### src/rtl/addr_router_fsm_pkg.sv
// addr_router_fsm_pkg: shared FSM state and request-type encodings for bus control blocks
package addr_router_fsm_pkg;
   typedef enum logic [1:0] {ST_IDLE, ST_ACTIVE, ST_DONE, ST_ERR} state_e;
   typedef enum logic [1:0] {REQ_NONE, REQ_WRITE, REQ_READ, REQ_BOTH} req_e;
   function automatic req_e decode_req(input logic w, input logic r);
      return (w && r) ? REQ_BOTH : w ? REQ_WRITE : r ? REQ_READ : REQ_NONE;
   endfunction
endpackage

### src/rtl/addr_router_fsm_timeout_cnt.sv
// bus_timeout_cnt: saturating cycle counter; expired_o flags the LIMIT-th enabled cycle
module bus_timeout_cnt #(
   parameter int LIMIT = 255
) (
   input  logic clk,
   input  logic rst,
   input  logic clr_i,
   input  logic en_i,
   output logic expired_o
);
   localparam int CW = LIMIT > 0 ? $clog2(LIMIT + 1) : 1;
   logic [CW-1:0] cnt_q;
   always_ff @(posedge clk) begin
      if (rst || clr_i) cnt_q <= '0;
      else if (en_i && cnt_q != CW'(LIMIT)) cnt_q <= cnt_q + CW'(1);
   end
   // Flags during the final allowed cycle so the abort lands exactly LIMIT cycles after entry
   assign expired_o = (LIMIT != 0) && en_i && (cnt_q == CW'(LIMIT - 1));
endmodule

### src/rtl/addr_router_fsm.sv
// addr_router_fsm: latches one master request and holds a one-hot strobe to the addressed slave until done/err
module addr_router_fsm
   import addr_router_fsm_pkg::*;
#(
   parameter int ADDR_WIDTH       = 16,
   parameter int DEVICE_BIT_WIDTH = 2,
   parameter int NUM_SLAVES       = 3,
   parameter int TIMEOUT          = 255
) (
   input  logic                        clk,
   input  logic                        rst,
   input  logic [ADDR_WIDTH-1:0]       addr,
   input  logic                        wen,
   input  logic                        ren,
   input  logic [NUM_SLAVES-1:0]       slave_done,
   output logic [NUM_SLAVES-1:0]       wen_o,
   output logic [NUM_SLAVES-1:0]       ren_o,
   output logic [DEVICE_BIT_WIDTH-1:0] read_mux_sel,
   output logic                        busy,
   output logic                        done,
   output logic                        err
);
   state_e                        state_q;
   req_e                          req;
   logic [DEVICE_BIT_WIDTH-1:0]   dev_id;
   logic [NUM_SLAVES-1:0]         sel_oh;
   logic                          mapped, slave_hit, expired;
   logic                          unused_addr;
   assign dev_id      = addr[ADDR_WIDTH-1 -: DEVICE_BIT_WIDTH];
   assign unused_addr = ^addr[ADDR_WIDTH-DEVICE_BIT_WIDTH-1:0];
   assign req         = decode_req(wen, ren);
   assign mapped      = int'(dev_id) < NUM_SLAVES;
   assign sel_oh      = NUM_SLAVES'(1) << dev_id;
   // The live strobe is one-hot on the latched ID, so masking with it honours only that slave
   assign slave_hit   = |(slave_done & (wen_o | ren_o));
   bus_timeout_cnt #(.LIMIT(TIMEOUT)) u_timeout (
      .clk      (clk),
      .rst      (rst),
      .clr_i    (state_q == ST_IDLE),
      .en_i     (state_q == ST_ACTIVE),
      .expired_o(expired)
   );
   always_ff @(posedge clk) begin
      if (rst) begin
         state_q      <= ST_IDLE;
         wen_o        <= '0;
         ren_o        <= '0;
         read_mux_sel <= '0;
         busy         <= 1'b0;
         done         <= 1'b0;
         err          <= 1'b0;
      end else begin
         done <= 1'b0;
         err  <= 1'b0;
         case (state_q)
            ST_IDLE: if (req != REQ_NONE) begin
               read_mux_sel <= dev_id;
               busy         <= 1'b1;
               state_q      <= (req == REQ_BOTH || !mapped) ? ST_ERR : ST_ACTIVE;
               wen_o        <= (req == REQ_WRITE && mapped) ? sel_oh : '0;
               ren_o        <= (req == REQ_READ && mapped) ? sel_oh : '0;
            end
            ST_ACTIVE: if (slave_hit || expired) begin
               state_q <= slave_hit ? ST_DONE : ST_ERR;
               wen_o   <= '0;
               ren_o   <= '0;
            end
            ST_DONE: begin
               state_q <= ST_IDLE;
               busy    <= 1'b0;
               done    <= 1'b1;
            end
            default: begin
               state_q <= ST_IDLE;
               busy    <= 1'b0;
               done    <= 1'b1;
               err     <= 1'b1;
            end
         endcase
      end
   end
endmodule

### config.mk
export PLATFORM = sky130hd
export DESIGN_NAME = addr_router_fsm
export DESIGN_NICKNAME = d
export VERILOG_FILES = /design/src/rtl/addr_router_fsm_pkg.sv /design/src/rtl/addr_router_fsm_timeout_cnt.sv /design/src/rtl/addr_router_fsm.sv
export SDC_FILE = /design/constraint.sdc
export NUM_CORES = 1
export LEC_CHECK = 0
export BUFFER_PORTS_ARGS = -buffer_cell sky130_fd_sc_hd__buf_4
export CAP_MARGIN = 40
export CORE_MARGIN = 3
export CORE_UTILIZATION = 49
export CTS_BUF_LIST = sky130_fd_sc_hd__clkbuf_8
export DETAILED_ROUTE_END_ITERATION = 10
export GPL_ROUTABILITY_DRIVEN = 0
export GPL_TIMING_DRIVEN = 0
export PLACE_DENSITY_LB_ADDON = 0.12
export SYNTH_ARGS = -nofsm -noshare
export SYNTH_HDL_FRONTEND = slang
export SYNTH_SLANG_ARGS = --single-unit
### constraint.sdc
create_clock -name clk -period 1.5 [get_ports clk]
set_input_delay 0.15 -clock clk [delete_from_list [all_inputs] [get_ports clk]]
set_output_delay 0.15 -clock clk [all_outputs]
set_load 0.02 [all_outputs]
; Word level (Yosys, flattened, before mapping)
; Index checks and enable logic that the tools add are counted.
[totals]
input_bits = 23
ff_bits = 21
word_cells = 61
[classes]
n_bitwise = 3
eq_ne = 9
n_lt_le_gt_ge = 1
addsub = 1
shifts = 1
n_reduce_logical = 19
mux = 19
[op_table]
columns = cell, count
row1 = $mux W3, 5
row2 = $mux W2, 6
row3 = $pmux W3 S2, 2
row4 = $add A8 B1 Y8 const B, 1
row5 = $eq A8 B8 Y1 const B, 1
row6 = $ne A8 B8 Y1 const B, 1
row7 = $eq A2 B2 Y1 const B, 3
row8 = $reduce_and A2 Y1, 3
row9 = $reduce_or A3 Y1, 2
row10 = $logic_and A1 B1 Y1, 5
row11 = $eq A2 B1 Y1 const B, 2
row12 = $mux W1, 4
row13 = $ne A2 B2 Y1 const B, 2
row14 = $pmux W2 S2, 1
row15 = $reduce_bool A2 Y1, 2
row16 = $and A3 B3 Y3, 1
row17 = $logic_or A1 B1 Y1, 3
row18 = $or A3 B3 Y3, 1
row19 = $reduce_and A3 Y1, 1
row20 = $shl A1 B2 Y3 const A, 1
row21 = $logic_not A2 Y1, 1
row22 = $lt A2 B2 Y1 const B, 1
row23 = $pmux W1 S2, 1
row24 = $reduce_or A2 Y1, 1
row25 = other kinds (2), 2

; Depth between registers and ports, before layout
; Gate-level depths: netlist of the first run.
[depth]
word_depth = 8
mapped_depth = 5

; Cells and area by module
; Synthesis of the first run repeated with hierarchy kept, for this count alone.
[unflattened]
cells_unflattened = 112
area_unflattened_um2 = 1047.3
[modules_own_cells]
columns = module, n_inst, cells_each, area_per_inst_um2, seq_area_each_um2
row1 = addr_router_fsm, 1, 61, 588.1, 260.2
row2 = bus_timeout_cnt, 1, 51, 459.2, 160.2

; Least setup slack after synthesis of the first run
; No wires, ideal clock.
[synth_timing]
kind = register to register
start = register u_timeout.cnt_q[0]
end = register u_timeout.cnt_q[7]
stages_incl_launch_ff = 6
path_buffers = 0
path_slack_ns = 0.130
required_time_ns = 1.428
setup_ns = 0.072
arrival_ns = 1.299
synth_period_minus_slack_ns = 1.370
path_cell_list = dfxtp_1 > ha_1 > nand3_1 > nor2_1 > or4_1 > a21oi_1
[synth_via]
elab_chain_len = 2
word_cells_on_any_way = 3
[synth_rtl]
columns = item, line
row1 = start: declaration, addr_router_fsm_timeout_cnt.sv:12  ; logic [CW-1:0] cnt_q;
row2 = start signal: assignment, addr_router_fsm_timeout_cnt.sv:15  ; else if (en_i && cnt_q != CW'(LIMIT)) cnt_q <= cnt_q + CW'(1);
row3 = branches (longest 2 deep; another with $add A8 B1 Y8), n/a
; Parallel ways; which one is timed is not known.
; A chain may end at the register's enable or synchronous reset.

; Final worst setup path of the first run
[layout_timing]
start = register state_q[1]
end = register u_timeout.cnt_q[7]
[layout_via]
elab_chain_len = 2
word_cells_on_any_way = 4
[layout_rtl]
columns = item, line
row1 = start: declaration, addr_router_fsm.sv:23  ; state_e state_q;
row2 = start signal: assignment, addr_router_fsm.sv:59  ; state_q <= (req == REQ_BOTH || !mapped) ? ST_ERR : ST_ACTIVE;
row3 = start signal: assignment, addr_router_fsm.sv:64  ; state_q <= slave_hit ? ST_DONE : ST_ERR;
row4 = $eq A2 B1 Y1 / $logic_not A2 Y1 (equally long branches), "addr_router_fsm.sv:40, addr_router_fsm.sv:39"
row5 = $logic_and A1 B1 Y1 / $logic_or A1 B1 Y1 (equally long branches), "addr_router_fsm_timeout_cnt.sv:15, addr_router_fsm_timeout_cnt.sv:14"
; Several ways; a longest one is shown, not always the timed one.

==> results_dict.tcl, run 1 <==
set metrics [dict create \
    synth_area_per_cell_um2 8.77 \
    core.rowCount 15 \
    synth.most_common_cell "sky130_fd_sc_hd__dfxtp_1" \
    die_height_um 51.4 \
    post-route-min-period_ns 1.46 \
    dp_hpwl_mm 1.60 \
    synthesis.area_mm2 0.00101 \
    clock-root-buffer "sky130_fd_sc_hd__clkbuf_8" \
    synth-compound-area-share 0.190 \
    worst-r2r-setup-slack_ns 0.04 \
    number_of_drc_violations_after_detailed_routing_iteration_0 20 \
    cts.htree.levels 1 \
    totalWireLength_mm 2.24 \
    antenna_left 0 \
    synth_simple_gate_area_share 0.252 \
    regToRegStartpoint "state_q[1]" \
    final_layout_size_suffix_gt1_frac 0.255 \
    layout.nets 163 \
    critical_path_buf_inv_count 1 \
    finalCritPeriodShare 0.976 \
    synth_sequential_area_ratio 0.417 \
    ys_top_cells_by_area "sky130_fd_sc_hd__dfxtp_1 42%, sky130_fd_sc_hd__nor2_1 5.6%, sky130_fd_sc_hd__o21ai_0 4.0%, sky130_fd_sc_hd__inv_1 3.0%, sky130_fd_sc_hd__a2111oi_4 2.7%" \
    holdWs_ns 0.184 \
    cts_inserted_buffers 3 \
    crit_path_start_kind "flip-flop" \
    synth_mux_area_frac 0.0199 \
    cp-startpoint "state_q[1]" \
    clock_sink_count 21 \
    grt_antenna_before_repair 0 \
    drt_pre_antenna_iters 4 \
    grt_pass1_wl_mm 3.92 \
    cpLargestDelayFamily "simple AND/OR/NAND/NOR gates" \
    synth_enable_flop_cells 0 \
    crit_slowest_cell "sky130_fd_sc_hd__or4_1" \
    worst_slew_pin_slew_ns 0.618 \
    ys_dominant_reg_cell "sky130_fd_sc_hd__dfxtp_1" \
    crit_fanout 9 \
    setup.worst_path.class "flip-flop to flip-flop" \
    cap_viol_max_count 0 \
    setup-tns-final_ns 0 \
    synth_top_cells_by_count "21 x sky130_fd_sc_hd__dfxtp_1, 15 x sky130_fd_sc_hd__nor2_1, 8 x sky130_fd_sc_hd__inv_1, 8 x sky130_fd_sc_hd__o21ai_0, 7 x sky130_fd_sc_hd__nand2_1" \
    worst_clock_skew_ns 0.00440 \
    yosys.area_share.xor_xnor 0.0434 \
    run_status "complete, no violations" \
    route.vias.total 892 \
    viasPerCell 5.51 \
    irDropWorstVdd_v 0.000526 \
    crit_path_end_kind "flip-flop" \
    leakage_nw 0.475 \
    power.density_mw_per_mm2 999 \
    cts_buffer_depth 2 \
    detail_route.drc_violations 0 \
    io_pins 34 \
    final-setup-viol-count 0 \
    start_util 0.548 \
    hold_path.class "input port to flip-flop" \
    track_usage 0.196 \
    timing_max_transition_violations_final 0 \
    first_global_vias 877 \
    cts_setup_buffers 0 \
    worstHoldEndpoint "read_mux_sel[1]" \
    core-area_mm2 0.00184 \
    worstPathRequired_ns 1.69 \
    avgRoutedWirePerCell_um 13.8 \
    postSynthNetCount 140 \
    post_synth_inst_count 115 \
    rr_endpoint "u_timeout.cnt_q[7]" \
    reg2regPathDepth 5 \
    grt_overflow 0 \
    tritoncts_clock_tree "done" \
    slew-limit-headroom 0.587 \
    hold_viol 0 \
    synth_largest_area_cell "sky130_fd_sc_hd__dfxtp_1" \
    diodes 0 \
    netlist-cell-type-count 37 \
    synth_adder_area_share 0.0248 \
    combinational_family_with_the_most_area_after_synthesis "simple AND/OR/NAND/NOR gates" \
    min-delay-start "addr[15]" \
    synth_top_area_share 0.417 \
    floorplan.die_area_mm2 0.00264 \
    synth.yosys.warnings 0 \
    worst_hold_path.num_cells 3 \
    worstPathCellList "buf_6 -> nor2b_4 -> nand4_1 -> or4_1 -> a21oi_1" \
    clock_latency_ns 0.26 \
    placement.io_buffers 18 \
    clock_pin_slew_of_the_registers_on_the_worst_case_setup_and_hold_paths_ns 0.08 \
    arrival_worst_endpoint_ns 1.66 \
    max_clock_freq_ghz 0.683 \
    grt_start_max_net_pins 12 \
    die-width_um 51.4 \
    postSynth.asyncResetShare 0 \
    ys_seq_elements 21 \
    flow.area_growth_from_synthesis_pct 23.1 \
    critical_path.max_stage_delay_ns 0.45 \
    grt_setup_unrepaired "false" \
]
==> report_power, final <==
part	leakage, nW	internal [mW]	total, mW	switching (mW)
combinational	0.276	0.115	0.265	0.151
clock	0.0269	0.182	0.365	0.183
sequential	0.172	0.590	0.609	0.0188
total	0.475	0.887	1.24	0.352
==> repair_timing <==
action	4_1_cts	5_1_grt
pin swaps	0	1
endpoints found under the setup margin	1	8
hold buffers	0	0
resized for setup	1	5
==> cells by family after synthesis <==
kind of cell    count (synthesis)
simple gates                   46
compound gates                 27
flops                          21
buf+inv                        12
xor+xnor                        5
mux                             2
fa+ha+maj                       2
==> flip-flops by register name, indices dropped and copies added, names as in the netlist <==
name             cells
ren_o                3
state_q              2
err                  1
wen_o                3
u_timeout.cnt_q      8
read_mux_sel         2
done                 1
busy                 1
==> per-stage QoR <==
step,total power [mW],area [um^2],std cells,util,worst slack [ns]
CTS,1.23,1220,162,0.666,0.0120
detailed placement,0.880,1170,158,0.639,0.0311
global placement,0.873,1170,158,0.639,0.0587
floorplan,0.799,1010,115,-,0.130
global route,1.31,1240,162,0.675,0.00208
finish,1.24,1240,162,0.675,0.0360
==> tightest hold or removal path, stage by stage <==
cell and delay [ns]:
sky130_fd_sc_hd__buf_4 0.11, sky130_fd_sc_hd__mux2i_1 0.07, sky130_fd_sc_hd__nor2_1 0.07
==> area by class of cell <==
cell class	instances	area, um^2
fill	171	598
multi-input combinational	82	553
sequential	21	423
timing repair buffer	18	135
clock buffer	3	41.3
tap	25	31.3
inverter	8	30.0
buffer	4	23.8
clock inverter	1	3.75
==> placed cells by master, fill, tap and decap left out, types with 2 or more instances in the layout <==
cell type	count
sky130_fd_sc_hd__nand2_1	7
sky130_fd_sc_hd__clkbuf_1	2
sky130_fd_sc_hd__and2_1	2
sky130_fd_sc_hd__nor4_1	2
sky130_fd_sc_hd__clkbuf_8	3
sky130_fd_sc_hd__o211ai_1	2
sky130_fd_sc_hd__nand4_1	3
sky130_fd_sc_hd__a21oi_1	5
sky130_fd_sc_hd__xor2_1	3
sky130_fd_sc_hd__nor2b_1	3
sky130_fd_sc_hd__inv_1	9
sky130_fd_sc_hd__a211oi_1	2
sky130_fd_sc_hd__dfxtp_2	2
sky130_fd_sc_hd__buf_4	18
sky130_fd_sc_hd__nand3_1	3
sky130_fd_sc_hd__o22ai_1	2
sky130_fd_sc_hd__dfxtp_1	19
sky130_fd_sc_hd__nor2_1	15
sky130_fd_sc_hd__o21ai_0	8
sky130_fd_sc_hd__xnor2_1	2
sky130_fd_sc_hd__mux2i_1	2
==> worst max-delay path by stage <==
stage	to	slack [ns]	depth (start not counted)
after floorplan	u_timeout.cnt_q[7]	0.13	5
after global placement	u_timeout.cnt_q[7]	0.06	5
after detailed placement	u_timeout.cnt_q[7]	0.03	5
after CTS	u_timeout.cnt_q[7]	0.01	5
after global routing	u_timeout.cnt_q[7]	0.002	5
final	u_timeout.cnt_q[7]	0.04	5
==> per-layer routing <==
metal	wire, um	global-route usage	vias up	part of all wire
li1	-	-	446	-
met1	1010	0.246	412	0.45
met2	1060	0.331	24	0.47
met3	102	0.0379	10	0.046
met4	67	0.0655	0	0.030
met5	0	0	-	0
(Power assumes the default switching activity.)
==> run 2: changes to the inputs <==
CORE_UTILIZATION = 48   (was 49)
CTS_BUF_LIST = not set   (was sky130_fd_sc_hd__clkbuf_8)
PLACE_DENSITY_LB_ADDON = 0.25   (was 0.12)
==> run 2 against run 1 <==
Compared with the run above:
- count of clock-buffer cells in the layout grew 1
- global-route usage shrank 2.1 points
- sequential share of layout area grew 0.27 points
- register-to-register slack better by 0.03 ns
- utilization is 1.0 points lower
- fmax grew 2.4%
- worst hold slack got worse by 0.055 ns
- routed wire length decreased by 11%
- largest cell class unchanged
==> results_dict.tcl, run 2 (synthesis gave the netlist of run 1 again) <==
set metrics [dict create \
    switching_part_of_the_total 0.287 \
    cts_inserted_buffers 3 \
    placed_instances 158 \
    cap_viol_max_count 0 \
    grt_pass1_wl_mm 3.53 \
    post_layout_nonfiller_instances 165 \
    diodes 0 \
    total_cell_area_at_the_placement_stage_mm2 0.00117 \
    reg2regPathDepth 5 \
    layout.cell_area.non_filler_mm2 0.00123 \
    hold_path.class "input port to flip-flop" \
    max_clock_freq_ghz 0.700 \
    slew-limit-headroom 0.574 \
    avgRoutedWirePerCell_um 12.1 \
    power.switching_uw 330 \
    clock_latency_ns 0.30 \
    core.rowCount 15 \
    timing_max_transition_violations_final 0 \
    seq_power_share 0.532 \
    core-area_mm2 0.00186 \
    die_height_um 51.8 \
    viasPerCell 5.41 \
    irDropWorstVdd_v 0.000500 \
    placement.io_buffers 18 \
    cp-startpoint "u_timeout.cnt_q[0]" \
    setup-tns-final_ns 0 \
    critPathCapture "u_timeout.cnt_q[7]" \
    regToRegStartpoint "u_timeout.cnt_q[0]" \
    detail_route.drc_violations 0 \
    grt_setup_unrepaired "true" \
    arrival_worst_endpoint_ns 1.66 \
    ff_latch_area_um2 424 \
    worstPathRequired_ns 1.73 \
    start_util 0.543 \
    finalCritPeriodShare 0.953 \
    crit_fanout 4 \
    hold_viol 0 \
    grt_start_max_net_pins 12 \
    power.share.clock 0.233 \
    max_flop_register "u_timeout.cnt_q" \
    final_common_cell "sky130_fd_sc_hd__buf_4" \
    internal_power_uw 818 \
    cts_buffer_depth 2 \
    clock_sink_count 21 \
    multiInputGateArea_um2 542 \
    final_layout_size_suffix_gt1_frac 0.264 \
    drt_pre_antenna_iters 4 \
    antenna_left 0 \
    grt_antenna_before_repair 0 \
    number_of_drc_violations_after_detailed_routing_iteration_0 20 \
    worst-r2r-setup-slack_ns 0.07 \
    totalWireLength_mm 1.99 \
    grt_overflow 0 \
    tritoncts_clock_tree "done" \
    crit_path_start_kind "flip-flop" \
    run_status "complete, no violations" \
    floorplan.die_area_mm2 0.00269 \
    crit_path_end_kind "flip-flop" \
    post-route-min-period_ns 1.43 \
    fillerInstances 152 \
    die-width_um 51.8 \
    clock_pin_slew_of_the_registers_on_the_worst_case_setup_and_hold_paths_ns 0.11 \
    flow.area_growth_from_synthesis_pct 22.5 \
    layout.nets 166 \
    route.vias.total 893 \
    comb_power_share 0.235 \
    largest_register_ffs 8 \
    dp_hpwl_mm 1.47 \
    power.density_mw_per_mm2 929 \
    top_regs "u_timeout.cnt_q x8, ren_o x3, wen_o x3" \
    rr_endpoint "u_timeout.cnt_q[7]" \
    final-setup-viol-count 0 \
    worst_clock_skew_ns 0.00262 \
    track_usage 0.175 \
    worst_slew_pin_slew_ns 0.637 \
    clock-root-buffer "sky130_fd_sc_hd__clkbuf_4" \
    io_pins 34 \
    cts.htree.levels 1 \
    first_global_vias 826 \
    leakage_nw 0.476 \
    mostFrequentLayoutCells "21 x sky130_fd_sc_hd__buf_4, 18 x sky130_fd_sc_hd__dfxtp_1, 15 x sky130_fd_sc_hd__nor2_1" \
    setup.worst_path.class "flip-flop to flip-flop" \
]
run 2: layout make-up:
cell class,count,area share
multi-input cells,82,0.439
flip-flops and latches,21,0.343
repair buffers,21,0.128
well taps,25,0.0253
inverters,8,0.0243
clock buffers,4,0.0213
plain buffers,4,0.0193
run 2: critical path: stages, from the launching register on:
cell and delay, ns:
sky130_fd_sc_hd__dfxtp_2 0.35, sky130_fd_sc_hd__ha_2 0.21, sky130_fd_sc_hd__nand3_2 0.10, sky130_fd_sc_hd__nor2_1 0.08, sky130_fd_sc_hd__or4_1 0.47, sky130_fd_sc_hd__a21oi_1 0.16
run 2: power groups by stage:
| stage | combinational (mW) | clock (mW) | sequential [mW] |
|---|---|---|---|
| after global routing | 0.302 | 0.299 | 0.615 |
| after floorplan | 0.158 | 0 | 0.641 |
| final | 0.270 | 0.268 | 0.610 |
| after detailed placement | 0.257 | 0 | 0.621 |
| after CTS | 0.257 | 0.273 | 0.609 |
| after global placement | 0.252 | 0 | 0.619 |
run 2: stage by stage:
step | hold WS, ns | power, mW | setup WS [ns] | utilization
global route | 0.174 | 1.22 | -0.0173 | 0.665
global placement | 0.418 | 0.871 | 0.0541 | 0.632
CTS | 0.127 | 1.14 | 0.0155 | 0.649
floorplan | 0.297 | 0.799 | 0.130 | -
detailed placement | 0.458 | 0.878 | -0.00516 | 0.632
finish | 0.128 | 1.15 | 0.0704 | 0.665
run 2: worst min path at each step:
stage | slack, ns | to | cells after the start | start
CTS | 0.13 | read_mux_sel[1] | 3 | addr[15]
finish | 0.13 | read_mux_sel[1] | 3 | addr[15]
floorplan | 0.30 | read_mux_sel[1] | 2 | addr[15]
global placement | 0.42 | read_mux_sel[1] | 3 | addr[15]
detailed placement | 0.46 | read_mux_sel[1] | 3 | addr[15]
global route | 0.17 | read_mux_sel[1] | 3 | addr[15]
run 2: metal layers:
| metal | global-route usage | up-vias | part of all wire |
|---|---|---|---|
| li1 | - | 457 | - |
| met1 | 0.229 | 416 | 0.49 |
| met2 | 0.268 | 16 | 0.44 |
| met3 | 0.0344 | 4 | 0.047 |
| met4 | 0.0917 | 0 | 0.021 |
| met5 | 0 | - | 0 |
run 2: what timing repair did:
action,in CTS,in global routing
hold buffers,0,0
setup buffers,0,3
pin swaps,0,2
resized for setup,1,4
endpoints found under the setup margin,1,5
